### config.mk
export PLATFORM = sky130hd
export DESIGN_NAME = button_conditioner_flat
export DESIGN_NICKNAME = d
export VERILOG_FILES = /design/src/rtl/button_conditioner_if.sv /design/src/rtl/button_conditioner.sv /design/src/flat_wrapper.sv
export SDC_FILE = /design/constraint.sdc
export NUM_CORES = 1
export LEC_CHECK = 0
export CORE_MARGIN = 4
export CORE_UTILIZATION = 50
export CTS_CLUSTER_SIZE = 16
export DETAILED_ROUTE_END_ITERATION = 10
export PLACE_DENSITY = 0.67
export RECOVER_POWER = 50
export SLEW_MARGIN = 20
export SYNTH_ARGS = -nofsm -noshare
export SYNTH_HDL_FRONTEND = slang
export SYNTH_SLANG_ARGS = --single-unit
### constraint.sdc
create_clock -name clk -period 4.3 [get_ports clk]
set_input_delay 1.29 -clock clk [delete_from_list [all_inputs] [get_ports clk]]
set_output_delay 1.29 -clock clk [all_outputs]
set_load 0.03 [all_outputs]
### src/rtl/button_conditioner_if.sv
// Button bundle between the raw pads and the debounced press pulses.
// buttons_out is a valid-only stream: each high bit is a one-cycle press event with no ready/back-pressure.
interface button_conditioner_if #(
    parameter int WIDTH = 4
);
    logic [WIDTH-1:0] buttons_in;
    logic [WIDTH-1:0] buttons_out;

    modport master (
        output buttons_in,
        input  buttons_out
    );

    modport slave (
        input  buttons_in,
        output buttons_out
    );
endinterface

### src/rtl/button_conditioner.sv
// Per-button 2-flop synchronizer, tick-sampled saturating debouncer and rising-edge
// detector producing one registered pulse per accepted press.
module button_conditioner #(
    parameter int WIDTH          = 4,
    parameter int SAMPLE_CNT_MAX = 62_500,
    parameter int PULSE_CNT_MAX  = 200
) (
    input logic                 clk,
    input logic                 rst_n,
    button_conditioner_if.slave bus
);

    localparam int SC_W = (SAMPLE_CNT_MAX > 1) ? $clog2(SAMPLE_CNT_MAX) : 1;
    localparam int DC_W = $clog2(PULSE_CNT_MAX + 1);
    localparam logic [SC_W-1:0] SC_LAST = SC_W'(SAMPLE_CNT_MAX - 1);
    localparam logic [DC_W-1:0] DC_MAX  = DC_W'(PULSE_CNT_MAX);
    localparam logic [DC_W-1:0] DC_ONE  = DC_W'(1);

    logic [WIDTH-1:0] r_sync1;
    logic [WIDTH-1:0] r_sync2;
    logic [SC_W-1:0]  r_sample_cnt;
    logic [DC_W-1:0]  r_deb_cnt [WIDTH];
    logic [WIDTH-1:0] r_prev;
    logic [WIDTH-1:0] r_out;

    logic             w_tick;
    logic [WIDTH-1:0] w_deb;

    always_ff @(posedge clk or negedge rst_n) begin
        if (!rst_n) begin
            r_sync1 <= '0;
            r_sync2 <= '0;
        end else begin
            r_sync1 <= bus.buttons_in;
            r_sync2 <= r_sync1;
        end
    end

    // With SAMPLE_CNT_MAX == 1 the counter sits at 0 == SC_LAST, so tick is permanently high.
    always_ff @(posedge clk or negedge rst_n) begin
        if (!rst_n) begin
            r_sample_cnt <= '0;
        end else if (r_sample_cnt == SC_LAST) begin
            r_sample_cnt <= '0;
        end else begin
            r_sample_cnt <= r_sample_cnt + SC_W'(1);
        end
    end

    assign w_tick = (r_sample_cnt == SC_LAST);

    // A low sync level clears immediately; a high level only climbs on ticks and saturates.
    always_ff @(posedge clk or negedge rst_n) begin
        if (!rst_n) begin
            for (int i = 0; i < WIDTH; i++) begin
                r_deb_cnt[i] <= '0;
            end
        end else begin
            for (int i = 0; i < WIDTH; i++) begin
                if (!r_sync2[i]) begin
                    r_deb_cnt[i] <= '0;
                end else if (w_tick && (r_deb_cnt[i] < DC_MAX)) begin
                    r_deb_cnt[i] <= r_deb_cnt[i] + DC_ONE;
                end
            end
        end
    end

    always_comb begin
        w_deb = '0;
        for (int i = 0; i < WIDTH; i++) begin
            w_deb[i] = (r_deb_cnt[i] == DC_MAX);
        end
    end

    always_ff @(posedge clk or negedge rst_n) begin
        if (!rst_n) begin
            r_prev <= '0;
            r_out  <= '0;
        end else begin
            r_prev <= w_deb;
            r_out  <= w_deb & ~r_prev;
        end
    end

    assign bus.buttons_out = r_out;

endmodule

### src/flat_wrapper.sv
// flat-port wrapper written by rule: the top's interface ports become plain ports
module button_conditioner_flat 
#(
    parameter int WIDTH          = 4,
    parameter int SAMPLE_CNT_MAX = 62_500,
    parameter int PULSE_CNT_MAX  = 200
)
  (clk, rst_n, bus_buttons_in, bus_buttons_out);
  button_conditioner_if #(.WIDTH(WIDTH)) bus_i ();
  input logic clk;
  input logic rst_n;
  input wire logic [$bits(bus_i.buttons_in)-1:0] bus_buttons_in;
  output wire logic [$bits(bus_i.buttons_out)-1:0] bus_buttons_out;
  assign bus_i.buttons_in = bus_buttons_in;
  assign bus_buttons_out = bus_i.buttons_out;
  button_conditioner #(.WIDTH(WIDTH), .SAMPLE_CNT_MAX(SAMPLE_CNT_MAX), .PULSE_CNT_MAX(PULSE_CNT_MAX)) u_core (.clk(clk), .rst_n(rst_n), .bus(bus_i));
endmodule
==> summary.txt, run 1 <==
Run status
  – Status: complete, no violations

Global route
  – Largest net degree at the start of global routing: 54
  – First-pass GRT wire length: 9830 µm
  – Vias in the first global route: 2,192
  – Total GRT Usage: 0.168
  – Initial antenna violation count: 0
  – Overflow after GRT: 0

Worst setup path
  – R2R Setup Slk: 1.89 ns
  – Cell breakdown of the critical path: clkbuf_1, clkbuf_2
  – CP Max Fanout: 49
  – Crit path max-delay family: buffers and inverters
  – Reg-to-reg startpoint: u_core.r_sample_cnt[0]
  – WP data arrival: 2.94 ns
  – Buf+Inv Stages, Crit Path: 2
  – Crit end category: asynchronous set/reset pin
  – Reg2Reg Depth: 5
  – RR Endpoint: u_core.r_deb_cnt[10]
  – CP Class: primary input to asynchronous set/reset pin
  – CP peak stage delay: 1.01 ns
  – Critical-path top delay cell: clkbuf_2
  – WP data required: 4.57 ns
  – Setup crit start kind: primary input

Timing
  – # setup viols final: 0
  – Final TNS setup: 0 ns
  – Final Hold Slack: 0.350 ns
  – Worst slew pin tran: 1.17 ns
  – RSZ-0062 raised after global routing: no
  – Final slew viol count: 0
  – Ratio of final minimum period to clock period: 0.621
  – Relative slew slack: 0.223
  – Fmax: 374 MHz
  – Clk_skew: 0.0106 ns
  – Count of final hold-check violations: 0
  – Fin crit period: 2.67 ns

Die
  – Die Ht: 85.9 µm
  – Chip Width: 85.9 µm
  – Starting Density: 0.513
  – Site Rows: 28
  – Core Area: 0.00592 mm²
  – Ports: 10
  – Die Footprint: 0.00739 mm²

Synthesis
  – Syn nets: 307
  – Sequential area share after synthesis: 0.527
  – Syn avg cell area: 10.4 µm²
  – EDFF count, synth: 0
  – Mapped cell area: 0.00304 mm²
  – Top_reg_cell synth: dfrtp_1
  – Ys Warns: 0
  – Synth Register Bits: 64
  – Syn Inst Count: 292
  – Ys async rst share: 1.00
  – Distinct cells, synth: 36

Placement
  – RD Place Congestion: 0.789
  – Port Buf Inserts: 9
  – Cell area after placement: 0.00319 mm²
  – Final HPWL DP: 3690 µm

Power
  – Power per cell area: 348 mW/mm²
  – Worst IR Drop VDD: 0.279 mV
  – LEAKAGE: 0.00137 µW

Final layout
  – Cell area after layout: 0.00340 mm²
  – Most common cell after layout, fill and taps aside: dfrtp_1
  – Commonest cells after routing, fill and taps aside: dfrtp_1, nand3_1, a21oi_1, inv_1, nand2_1
  – Final Util: 0.574
  – Diodes inserted: 0
  – Fin nets: 321
  – Synthesis-to-layout area growth: 11.8%
  – Layout cells sized above 1: 0.0675

Clocking
  – CTS tree: built
  – Longest Clk Path Bufs: 2
  – Clk slew on worst S/H paths: 0.07 ns
  – Clock sinks: 64
  – CTS Root Cell: clkbuf_8
  – Postcts setup bufs: 0
  – Hold Buf Count CTS: 0
  – Post-CTS sizing: 0
  – Clock buffer count from CTS: 9
  – Worst skew pair latency: 0.34 ns
  – H-tree levels: 3

Min path
  – Hold Path Stages: 0
  – Hold EP: u_core.r_sync2[0]
  – Hold_sp: u_core.r_sync1[0]
  – Min-Delay Path Class: flop to flop

Detailed routing
  – Initial DRC count: 98
  – Vias: 2,279
  – WL per Instance: 14.5 µm
  – Antenna-violating nets left: 0
  – 1st-pass router iterations: 4
  – Vias per cell: 5.90
  – DRC errors left: 0
  – DRT Wirelength: 5580 µm

Run
  – Max cap viols: 0
## per-stage QoR
stage               total power (µW)  instances  setup WS [ns]
finish                          1180        386           1.63
global route                    1220        386           1.18
CTS                             1200        386           1.66
detailed placement               642        370           1.89
global placement                 641        370           2.00
floorplan                        622        292           2.45
## flip-flops by register name (all words and copies together) (netlist names)
register	count
u_core.bus.buttons_out	4
u_core.r_deb_cnt	32
u_core.r_prev	4
u_core.r_sample_cnt	16
u_core.r_sync1	4
u_core.r_sync2	4
## cells by family (layout without fill, tap and decap cells)
logic type	after synthesis	count (layout)	synth area share
XOR/XNOR	11	11	0.0317
flip-flops	64	64	0.527
AND/OR/NAND/NOR	114	114	0.227
adder cells (fa/ha/maj)	9	9	0.0371
buffers and inverters	28	47	0.0379
AO/OA/AOI/OAI	63	63	0.129
multiplexers	3	3	0.00989
## power breakdown
| group | internal [µW] | leakage [µW] | switching (µW) | total [µW] |
|---|---|---|---|---|
| registers | 606 | 0.000862 | 2.41 | 608 |
| logic | 3.58 | 0.000395 | 15.7 | 19.3 |
| clock network | 324 | 0.000110 | 230 | 555 |
| total | 934 | 0.00137 | 248 | 1180 |
## layer usage
metal  wire (µm)  GRT usage  vias up
li1            -          -     1117
met1        2710      0.216     1125
met2        2580      0.258       27
met3         160     0.0365       10
met4         130      0.105        0
met5           0          0        -
## Yosys cell counts (all sizes together) (3+ instances only)
| cell | n | share of area |
|---|---|---|
| dfrtp | 64 | 0.53 |
| a21oi | 25 | 0.041 |
| nand3 | 25 | 0.041 |
| inv | 21 | 0.026 |
| nand2 | 15 | 0.019 |
| o31ai | 13 | 0.032 |
| o21ai | 12 | 0.020 |
| or4 | 12 | 0.030 |
| ha | 9 | 0.037 |
| nand4 | 9 | 0.023 |
| nor2 | 9 | 0.011 |
| nor4 | 8 | 0.021 |
| or3 | 8 | 0.016 |
| xnor2 | 8 | 0.023 |
| nor3 | 6 | 0.0099 |
| and3 | 5 | 0.010 |
| o311ai | 5 | 0.014 |
| clkbuf | 4 | 0.0049 |
| nand3b | 4 | 0.0099 |
| nor2b | 4 | 0.0082 |
| buf | 3 | 0.0070 |
| mux2i | 3 | 0.0099 |
| o41ai | 3 | 0.0087 |
| xor2 | 3 | 0.0087 |
## how the worst max path moves through the flow
| stage | endpoint | startpoint | cells after the start |
|---|---|---|---|
| floorplan | u_core.r_deb_cnt[28] | u_core.r_sample_cnt[0] | 7 |
| global route | u_core.bus.buttons_out[3] | rst_n | 2 |
| detailed placement | u_core.r_deb_cnt[10] | u_core.r_sample_cnt[0] | 5 |
| finish | u_core.r_sample_cnt[3] | rst_n | 2 |
| global placement | u_core.r_deb_cnt[21] | u_core.r_sample_cnt[0] | 5 |
| CTS | bus_buttons_out[2] | u_core.bus.buttons_out[2] | 1 |
## cell type report
class | count | area, µm²
clock buffer | 10 | 128
clock inverter | 6 | 83.8
fill | 526 | 2520
inverter | 21 | 78.8
multi-input combinational | 200 | 1320
sequential | 64 | 1600
tap | 75 | 93.8
timing repair buffer | 10 | 88.8
Power figures use the tool's default switching activity.
==> run 2, diff against run 1 <==
==> constraint.sdc (replaced) <==
create_clock -name clk -period 2.5 [get_ports clk]
set_input_delay 0.75 -clock clk [delete_from_list [all_inputs] [get_ports clk]]
set_output_delay 0.75 -clock clk [all_outputs]
set_load 0.03 [all_outputs]
==> run 2 against run 1 <==
Sequential cell count did not move. Highest routed layer unchanged. Clock power rose by 46%. The flow now finishes with violations (max-capacitance violations, max-slew violations). Global-route usage rose by 0.26 points. Total power rose by 60%. Worst setup slack got worse by 1.3 ns. Die area did not move. Final cell count rose by 0.78%. Via count fell by 0.13%.
==> summary.txt, run 2 (synthesized netlist as in run 1, its figures left out) <==
Final layout
  – Commonest cells after routing, fill and taps aside: dfrtp_1, nand3_1, a21oi_1, inv_1, nand2_1
  – Diodes inserted: 0
  – Biggest regs: u_core.r_deb_cnt (32), u_core.r_sample_cnt (16)
  – Max reg flops: 32
  – Fillcell total: 500
  – Layout cells sized above 1: 0.0828
  – Most common cell after layout, fill and taps aside: dfrtp_1
  – Fin nets: 324
  – Biggest register: u_core.r_deb_cnt
  – Synthesis-to-layout area growth: 12.0%
  – Cell area after layout: 0.00340 mm²
  – Final Non-Filler Cells: 389

Clocking
  – H-tree levels: 3
  – Clk slew on worst S/H paths: 0.07 ns
  – Postcts setup bufs: 0
  – CTS tree: built
  – Clock buffer count from CTS: 9
  – Hold Buf Count CTS: 0
  – CTS Root Cell: clkbuf_8
  – Worst skew pair latency: 0.34 ns
  – Post-CTS sizing: 0
  – Longest Clk Path Bufs: 2
  – Clock sinks: 64

Global route
  – Initial antenna violation count: 0
  – Largest net degree at the start of global routing: 65
  – Vias in the first global route: 2,281
  – First-pass GRT wire length: 10,100 µm
  – Total GRT Usage: 0.171
  – Overflow after GRT: 0

Timing
  – Fin crit period: 2.15 ns
  – Relative slew slack: -0.0237
  – Count of final hold-check violations: 0
  – Clk_skew: 0.00541 ns
  – Final Hold Slack: 0.350 ns
  – # setup viols final: 0
  – RSZ-0062 raised after global routing: no
  – Worst slew pin tran: 1.54 ns
  – Final slew viol count: 65
  – Fmax: 464 MHz
  – Ratio of final minimum period to clock period: 0.862
  – Final TNS setup: 0 ns

Placement
  – RD Place Congestion: 0.783
  – Cell area after placement: 0.00324 mm²
  – Final HPWL DP: 3530 µm
  – Inst Count DP: 373
  – Port Buf Inserts: 9

Worst setup path
  – CP peak stage delay: 0.51 ns
  – Crit path max-delay family: simple AND/OR/NAND/NOR gates
  – R2R Setup Slk: 0.35 ns
  – Buf+Inv Stages, Crit Path: 1
  – CP Class: flop to flop
  – WP depth: 6
  – CP Max Fanout: 40
  – WP data required: 2.77 ns
  – Reg2Reg Depth: 6
  – Setup crit start kind: flop
  – Crit end category: flop
  – Cell breakdown of the critical path: ha_1, and4_1, nand4_4, buf_12, or4_1, a21oi_1
  – WP data arrival: 2.42 ns
  – Critical-path top delay cell: or4_1

Die
  – Site Rows: 28
  – Core Area: 0.00592 mm²
  – Die Ht: 85.9 µm
  – Chip Width: 85.9 µm
  – Starting Density: 0.513
  – Ports: 10
  – Die Footprint: 0.00739 mm²

Power
  – Power per cell area: 556 mW/mm²
  – Worst IR Drop VDD: 0.397 mV
  – LEAKAGE: 0.00137 µW

Detailed routing
  – DRT Wirelength: 5490 µm
  – Antenna-violating nets left: 0
  – Vias per cell: 5.85
  – Initial DRC count: 100
  – WL per Instance: 14.1 µm
  – DRC errors left: 0
  – Vias: 2,276
  – 1st-pass router iterations: 6

Run status
  – Failing checks: max-capacitance violations, max-slew violations
  – Status: finished with violations

Run
  – Max cap viols: 1

Min path
  – Min-Delay Path Class: flop to flop
  – Hold Path Stages: 0
==> run 2: cell count changes in the layout (fill, tap and decap cells not counted), moves of 2 or more <==
cell | previous run | this run
clkdlybuf4s50_1 | 4 | 8
dlygate4sd3_1 | 4 | 0
buf_4 | 0 | 2
bufinv_16 | 2 | 0
clkbuf_1 | 2 | 0
clkbuf_8 | 9 | 11
==> run 2: where the power goes <==
group / switching, µW / internal, µW / leakage, µW
Combinational: 26.5 / 7.61 / 0.000416
Clock: 401 / 410 / 0.0000951
Sequential: 4.22 / 1040 / 0.000862
==> run 2: per-stage QoR <==
stage                     setup WS, ns  utilization  total power [µW]
after floorplan                  0.653            -              1070
after global placement           0.435        0.546              1100
after detailed placement         0.360        0.546              1110
after CTS                        0.347        0.577              1920
after global routing             0.189        0.575              1970
final                            0.345        0.575              1890
==> run 2: cell type report <==
cell class	instances	area (µm²)	share of cell area
inverter	21	78.8	0.0232
multi-input combinational	200	1320	0.388
sequential	64	1600	0.471
tap	75	93.8	0.0276
clock inverter	5	31.3	0.00919
clock buffer	11	151	0.0445
timing repair buffer	13	125	0.0368
==> run 2: worst paths after layout <==
| path | to | startpoint |
|---|---|---|
| min | u_core.r_sync2[0] | u_core.r_sync1[0] |
| min reg2reg | u_core.r_sync2[0] | u_core.r_sync1[0] |
| min in group asynchronous | u_core.bus.buttons_out[0] | rst_n |
| max | u_core.r_deb_cnt[11] | u_core.r_sample_cnt[0] |
| max reg2reg | u_core.r_deb_cnt[11] | u_core.r_sample_cnt[0] |
| max in group asynchronous | u_core.r_deb_cnt[17] | rst_n |
==> run 2: routing by layer <==
| layer | part of all wire | track usage |
|---|---|---|
| met3 | 0.044 | 0.0605 |
| met4 | 0.020 | 0.0763 |
| met5 | 0 | 0 |
| met2 | 0.47 | 0.274 |
| met1 | 0.46 | 0.207 |
